## src/rtl/shift_reg_ctrl.sv

```systemverilog
// Command-driven shift register: LOAD, shift left/right, or rotate left by a
// latched step count, with a ready/valid command port and a one-cycle done pulse.
module shift_reg_ctrl #(
  parameter int WIDTH = 4,
  parameter int CNT_W = 3
) (
  input  logic             in_clk,
  input  logic             in_rst_n,
  input  logic             in_valid,
  output logic             o_ready,
  input  logic [1:0]       in_op,
  input  logic [WIDTH-1:0] in_data,
  input  logic [CNT_W-1:0] in_cnt,
  input  logic             in_sin,
  output logic [WIDTH-1:0] o_q,
  output logic             o_sout,
  output logic             o_busy,
  output logic             o_done
);

  typedef enum logic [1:0] {
    S_IDLE = 2'b00,
    S_EXEC = 2'b01,
    S_DONE = 2'b10
  } state_e;

  localparam logic [1:0] OP_LOAD = 2'b00;
  localparam logic [1:0] OP_SHL  = 2'b01;
  localparam logic [1:0] OP_SHR  = 2'b10;
  localparam logic [1:0] OP_ROL  = 2'b11;

  state_e           state_q, state_d;
  logic [WIDTH-1:0] q_q, q_d;
  logic [WIDTH-1:0] data_q, data_d;
  logic             sout_q, sout_d;
  logic [CNT_W-1:0] cnt_q, cnt_d;
  logic [1:0]       op_q, op_d;
  logic             run_q, run_d;
  logic             accept;

  // run_q keeps o_ready low until the first edge after reset is released.
  assign o_ready = (state_q == S_IDLE) && run_q;
  assign o_busy  = (state_q == S_EXEC) || (state_q == S_DONE);
  assign o_done  = (state_q == S_DONE);
  assign o_q     = q_q;
  assign o_sout  = sout_q;
  assign accept  = in_valid && o_ready;

  always_comb begin
    state_d = state_q;
    q_d     = q_q;
    data_d  = data_q;
    sout_d  = sout_q;
    cnt_d   = cnt_q;
    op_d    = op_q;
    run_d   = 1'b1;
    case (state_q)
      S_IDLE: begin
        if (accept) begin
          op_d   = in_op;
          data_d = in_data;
          cnt_d  = in_cnt;
          // A zero-step shift completes without touching the register.
          if ((in_op != OP_LOAD) && (in_cnt == '0)) state_d = S_DONE;
          else                                      state_d = S_EXEC;
        end
      end
      S_EXEC: begin
        case (op_q)
          OP_LOAD: begin
            q_d     = data_q;
            state_d = S_DONE;
          end
          OP_SHL: begin
            q_d    = {q_q[WIDTH-2:0], in_sin};
            sout_d = q_q[WIDTH-1];
          end
          OP_SHR: begin
            q_d    = {in_sin, q_q[WIDTH-1:1]};
            sout_d = q_q[0];
          end
          OP_ROL: begin
            q_d    = {q_q[WIDTH-2:0], q_q[WIDTH-1]};
            sout_d = q_q[WIDTH-1];
          end
          default: state_d = S_DONE;
        endcase
        if (op_q != OP_LOAD) begin
          cnt_d = cnt_q - CNT_W'(1);
          if (cnt_q == CNT_W'(1)) state_d = S_DONE;
        end
      end
      S_DONE:  state_d = S_IDLE;
      default: state_d = S_IDLE;
    endcase
  end

  always_ff @(posedge in_clk) begin
    if (!in_rst_n) begin
      state_q <= S_IDLE;
      q_q     <= '0;
      data_q  <= '0;
      sout_q  <= 1'b0;
      cnt_q   <= '0;
      op_q    <= OP_LOAD;
      run_q   <= 1'b0;
    end else begin
      state_q <= state_d;
      q_q     <= q_d;
      data_q  <= data_d;
      sout_q  <= sout_d;
      cnt_q   <= cnt_d;
      op_q    <= op_d;
      run_q   <= run_d;
    end
  end

endmodule

```

## config.mk

```make
export PLATFORM = sky130hd
export DESIGN_NAME = shift_reg_ctrl
export DESIGN_NICKNAME = d
export VERILOG_FILES = /design/src/rtl/shift_reg_ctrl.sv
export SDC_FILE = /design/constraint.sdc
export NUM_CORES = 1
export LEC_CHECK = 0
export CORE_ASPECT_RATIO = 0.9
export CORE_MARGIN = 4
export CORE_UTILIZATION = 40
export CTS_CLUSTER_SIZE = 16
export DETAILED_ROUTE_END_ITERATION = 8
export GPL_ROUTABILITY_DRIVEN = 0
export PLACE_DENSITY_LB_ADDON = 0.12
export SYNTH_ARGS = -nofsm -noshare
export SYNTH_HDL_FRONTEND = slang
export SYNTH_SLANG_ARGS = --single-unit
```

## constraint.sdc

```tcl
create_clock -name in_clk -period 2.2 [get_ports in_clk]
set_input_delay 0.44 -clock in_clk [delete_from_list [all_inputs] [get_ports in_clk]]
set_output_delay 0.44 -clock in_clk [all_outputs]
set_load 0.01 [all_outputs]
```

# After elaboration in Yosys (flattened, before gate mapping)
# Index checks and enable logic that the tools add are counted.
# word_totals
register_bits	17
out_inout_bits	8
wordCells	43
in_bits	13
# classes
eq_ne	8
n_mux	12
add_sub_neg	1
reduce_logical	15
# ops
op	count
4-bit case mux with 4 select lines	1
2-bit two-way mux	5
2-bit nonzero test	4
2-bit equality test, second input constant	3
3-bit two-way mux	2
3-bit case mux with 2 select lines	1
2-bit by 1-bit equality test with 1-bit output, second input constant	2
2-bit zero test	2
2-bit case mux with 2 select lines	1
2-bit AND reduction	2
3-bit by 1-bit equality test with 1-bit output, second input constant	1
1-bit logical AND	3
3-bit zero test	1
3-bit AND reduction	1
3-bit by 1-bit subtractor with 3-bit output, second input constant	1
2-bit by 1-bit != test with 1-bit output, second input constant	1
2-bit != test, second input constant	1
1-bit case mux with 2 select lines	1
2-bit OR reduction	1
1-bit logical OR	1
1-bit two-way mux	1

# Depth between registers and ports, before layout
# logic_depth
word_depth	5
depth_mapped	7
mapped_depth_nobuf	6

# Least setup slack after synthesis
# OpenSTA, ideal clock, no wires.
# synth_timing
path_kind	flip-flop to output port
startpoint	register state_q[0]
endpoint	output o_ready
stages_incl_launch_ff	5
n_path_buf	1
setup_slack_ps	821
arrival_ps	939
cell_sequence	dfxtp_1 inv_1 ha_1 buf_2 and2_1
# synth_via
elab_chain_cells	2
# synth_lines
item	line_no	text
start, declared	32	state_e state_q, state_d;
start signal, assigned	108	state_q <= state_d;
2-bit zero test	42	assign o_ready = (state_q == S_IDLE) && run_q;
1-bit logical AND	42	
end, declared	10	output logic o_ready,
# No other way between the ends.

# Final worst setup path
# layout_timing
startpoint	register state_q[1]
endpoint	output o_busy
# layout_via
elab_chain_cells	2
word_cells_on_any_way	3
# layout_lines
item	line_no	text
2-bit by 1-bit equality test with 1-bit output or 2-bit equality test (tied branches)	43	assign o_busy = (state_q == S_EXEC) || (state_q == S_DONE);
1-bit logical OR *	43	
end, declared	17	output logic o_busy,
# Mark *: on every way between the ends. The rest lies on a longest branch, timed or not.

==> results.toml <==
[floorplanning]
die_area_um2 = 3310
coreArea_um2 = 2260
fp.dieH_um = 55.0
io_pins = 21
initial_core_util_pct = 43.4
rows = 16
die_width_um = 60.2

[logic_synthesis]
synth_warnings = 0
synth_cells = 115
synth-seq-cells = 17
synth_top_area_share_pct = 34.7
synth-async-reset-ratio_pct = 0
synth_area_leaders = "dfxtp_1, mux2i_1, ha_1"
syn_area_um2 = 981
ys_seq_area_share_pct = 34.7
ys_types = 34
yosys.area.top_type = "dfxtp_1"
avgSynthCellArea_um2 = 8.53
synthesis.nets = 133
synth-edff-count = 0
synthTopCellsByCount = "dfxtp_1, nand2_1, mux2i_1"
yosysMostFrequentCell = "dfxtp_1"
ys.flop_type = "dfxtp_1"

[setup_path]
cp.arrival_ns = 1.57
critPathLaunchType = "flip-flop"
critPathRequiredTime_ns = 1.76
critPathLaunch = "state_q[1]"
r2r_setup_slack_ns = 0.46
critPathMaxFanout = 4
reg2reg_to = "cnt_q[2]"
reg2regPathDepth = 6
crit_end = "o_busy"
end_kind = "primary output"
reg2reg_from = "state_q[1]"
crit_type = "flip-flop to primary output"

[route]
vias_per_cell = 5.37
met1Wirelength_um = 1150
met2RoutedLength_um = 898
drt-total-wl_um = 2200
drtPass1Iterations = 4
wl_met3_um = 137
drtIter0Drc = 25
routedWlPerCell_um = 13.6
drc_errors = 0
topRoutingLayerUsed = "met4"
postRouteAntennaNets = 0
num_vias = 864

[grt]
antenna_found_initial = 0
track_usage_pct = 14.7
grt_pass1_vias = 809
grt_max_degree = 18
grt_overflow = 0
grt_first_pass_wirelength_um = 3690

[timing]
maxSlewViolCount = 0
whs_ns = 0.457
finalCriticalPeriod_ns = 2.01
rsz0062_at_grt = "false"
fmax_mhz = 498
maxSlewHeadroom_pct = 58.9
fin_skew_ns = 0.00241
worst_pin_slew_ns = 0.617
period_share_pct = 91.2
setup_viol = 0
fin_tns_setup_ns = 0
hold_violations = 0

[cts]
clockBufferDepth = 2
holdBufCountCts = 0
cts.sinks = 17
cts-root-buf = "clkbuf_4"
cts_tree = "done"
cts_setup_buffers = 0
htree_num_levels = 1
cts_resized = 0
clk_latency_ns = 0.28
cts_buffers = 3
cts.clk_slew.worst_paths_ns = 0.09

[finish]
drive_above_1_share_pct = 7.46
diodes = 0
final_nets = 153
areaGrowthSynthToFinish_pct = 23.9

[run_status]
status = "finished, final reports clean"

[power_and_ir_drop]
leakage_nw = 0.469
vdd_drop_max_v = 0.000813
power_density_nw_per_um2 = 985

[job]
maxCapViolCount = 0

[placement]
dpl.hpwl_um = 1600
numPortBuffers = 20

[hold_path]
hold_path_class = "flip-flop to flip-flop"
flip-flops by register name, summed over array words and instances, names as in the netlist:
| name | cells |
|---|---|
| cnt_q | 3 |
| data_q | 4 |
| o_q | 4 |
| o_sout | 1 |
| op_q | 2 |
| run_q | 1 |
| state_q | 2 |
how the worst min path moves through the flow:
stage	slack [ns]	cells after the start	end	start
final	0.46	2	cnt_q[1]	cnt_q[1]
after global routing	0.48	2	cnt_q[1]	cnt_q[1]
after CTS	0.46	2	cnt_q[1]	cnt_q[1]
after detailed placement	0.45	2	cnt_q[1]	cnt_q[1]
after global placement	0.44	2	cnt_q[1]	cnt_q[1]
after floorplan	0.43	2	cnt_q[1]	cnt_q[1]
final cells by class:
cell class	count	area (µm²)
Fill cell	224	1050
Timing Repair Buffer	22	215
Multi-Input combinational cell	84	573
Tap cell	27	33.8
Clock buffer	4	26.3
Sequential cell	17	340
Inverter	7	26.3
layer usage:
| metal | track usage (%) | vias to the layer above |
|---|---|---|
| met5 | 0 | - |
| met4 | 2.95 | 0 |
| met3 | 4.41 | 2 |
| met2 | 22.3 | 28 |
| met1 | 20.6 | 393 |
| li1 | - | 441 |
cells in the final DEF, fill, tap and decap left out, types with 2 or more instances in the layout:
cell	count
inv_1	7
nand2_1	12
o21ai_1	8
nor2_1	8
clkbuf_4	3
o21ai_0	3
a21oi_1	7
o22ai_1	2
clkdlybuf4s50_1	20
buf_4	2
nor2b_1	8
nand3_1	2
dfxtp_1	17
nand3b_1	2
mux2i_1	10
ha_1	5
per-stage QoR:
stage	worst slack (ns)	std cells	cell area, µm²	utilization (%)	power (W)
after global placement	0.494	157	1190	52.5	0.00102
after CTS	0.184	161	1210	53.7	0.00120
after floorplan	0.821	115	981	-	0.000859
final	0.193	161	1210	53.7	0.00120
after global routing	0.116	161	1210	53.7	0.00130
after detailed placement	0.491	157	1190	52.5	0.00103
logic make-up (layout without fill, tap and decap cells):
kind of cell               count (synthesis)  after routing  share of synthesized area, %
and+or+nand+nor                           40             40                          21.9
AOI/OAI and AO/OA                         28             28                          17.6
DFF                                       17             17                          34.7
buffers and inverters                     14             33                          6.89
muxes                                     11             11                          12.5
adders and majority gates                  5              5                          6.38
power breakdown:
| group | total [W] | internal [W] | switching (W) |
|---|---|---|---|
| logic | 0.000608 | 0.000290 | 0.000318 |
| registers | 0.000425 | 0.000365 | 0.0000603 |
| clock network | 0.000163 | 0.0000704 | 0.0000928 |
critical path: stages, from the launching register on:
cell and delay, ns:
dfxtp_1 0.40, inv_1 0.08, ha_1 0.28, clkdlybuf4s50_1 0.52
(Power assumes the default switching activity.)
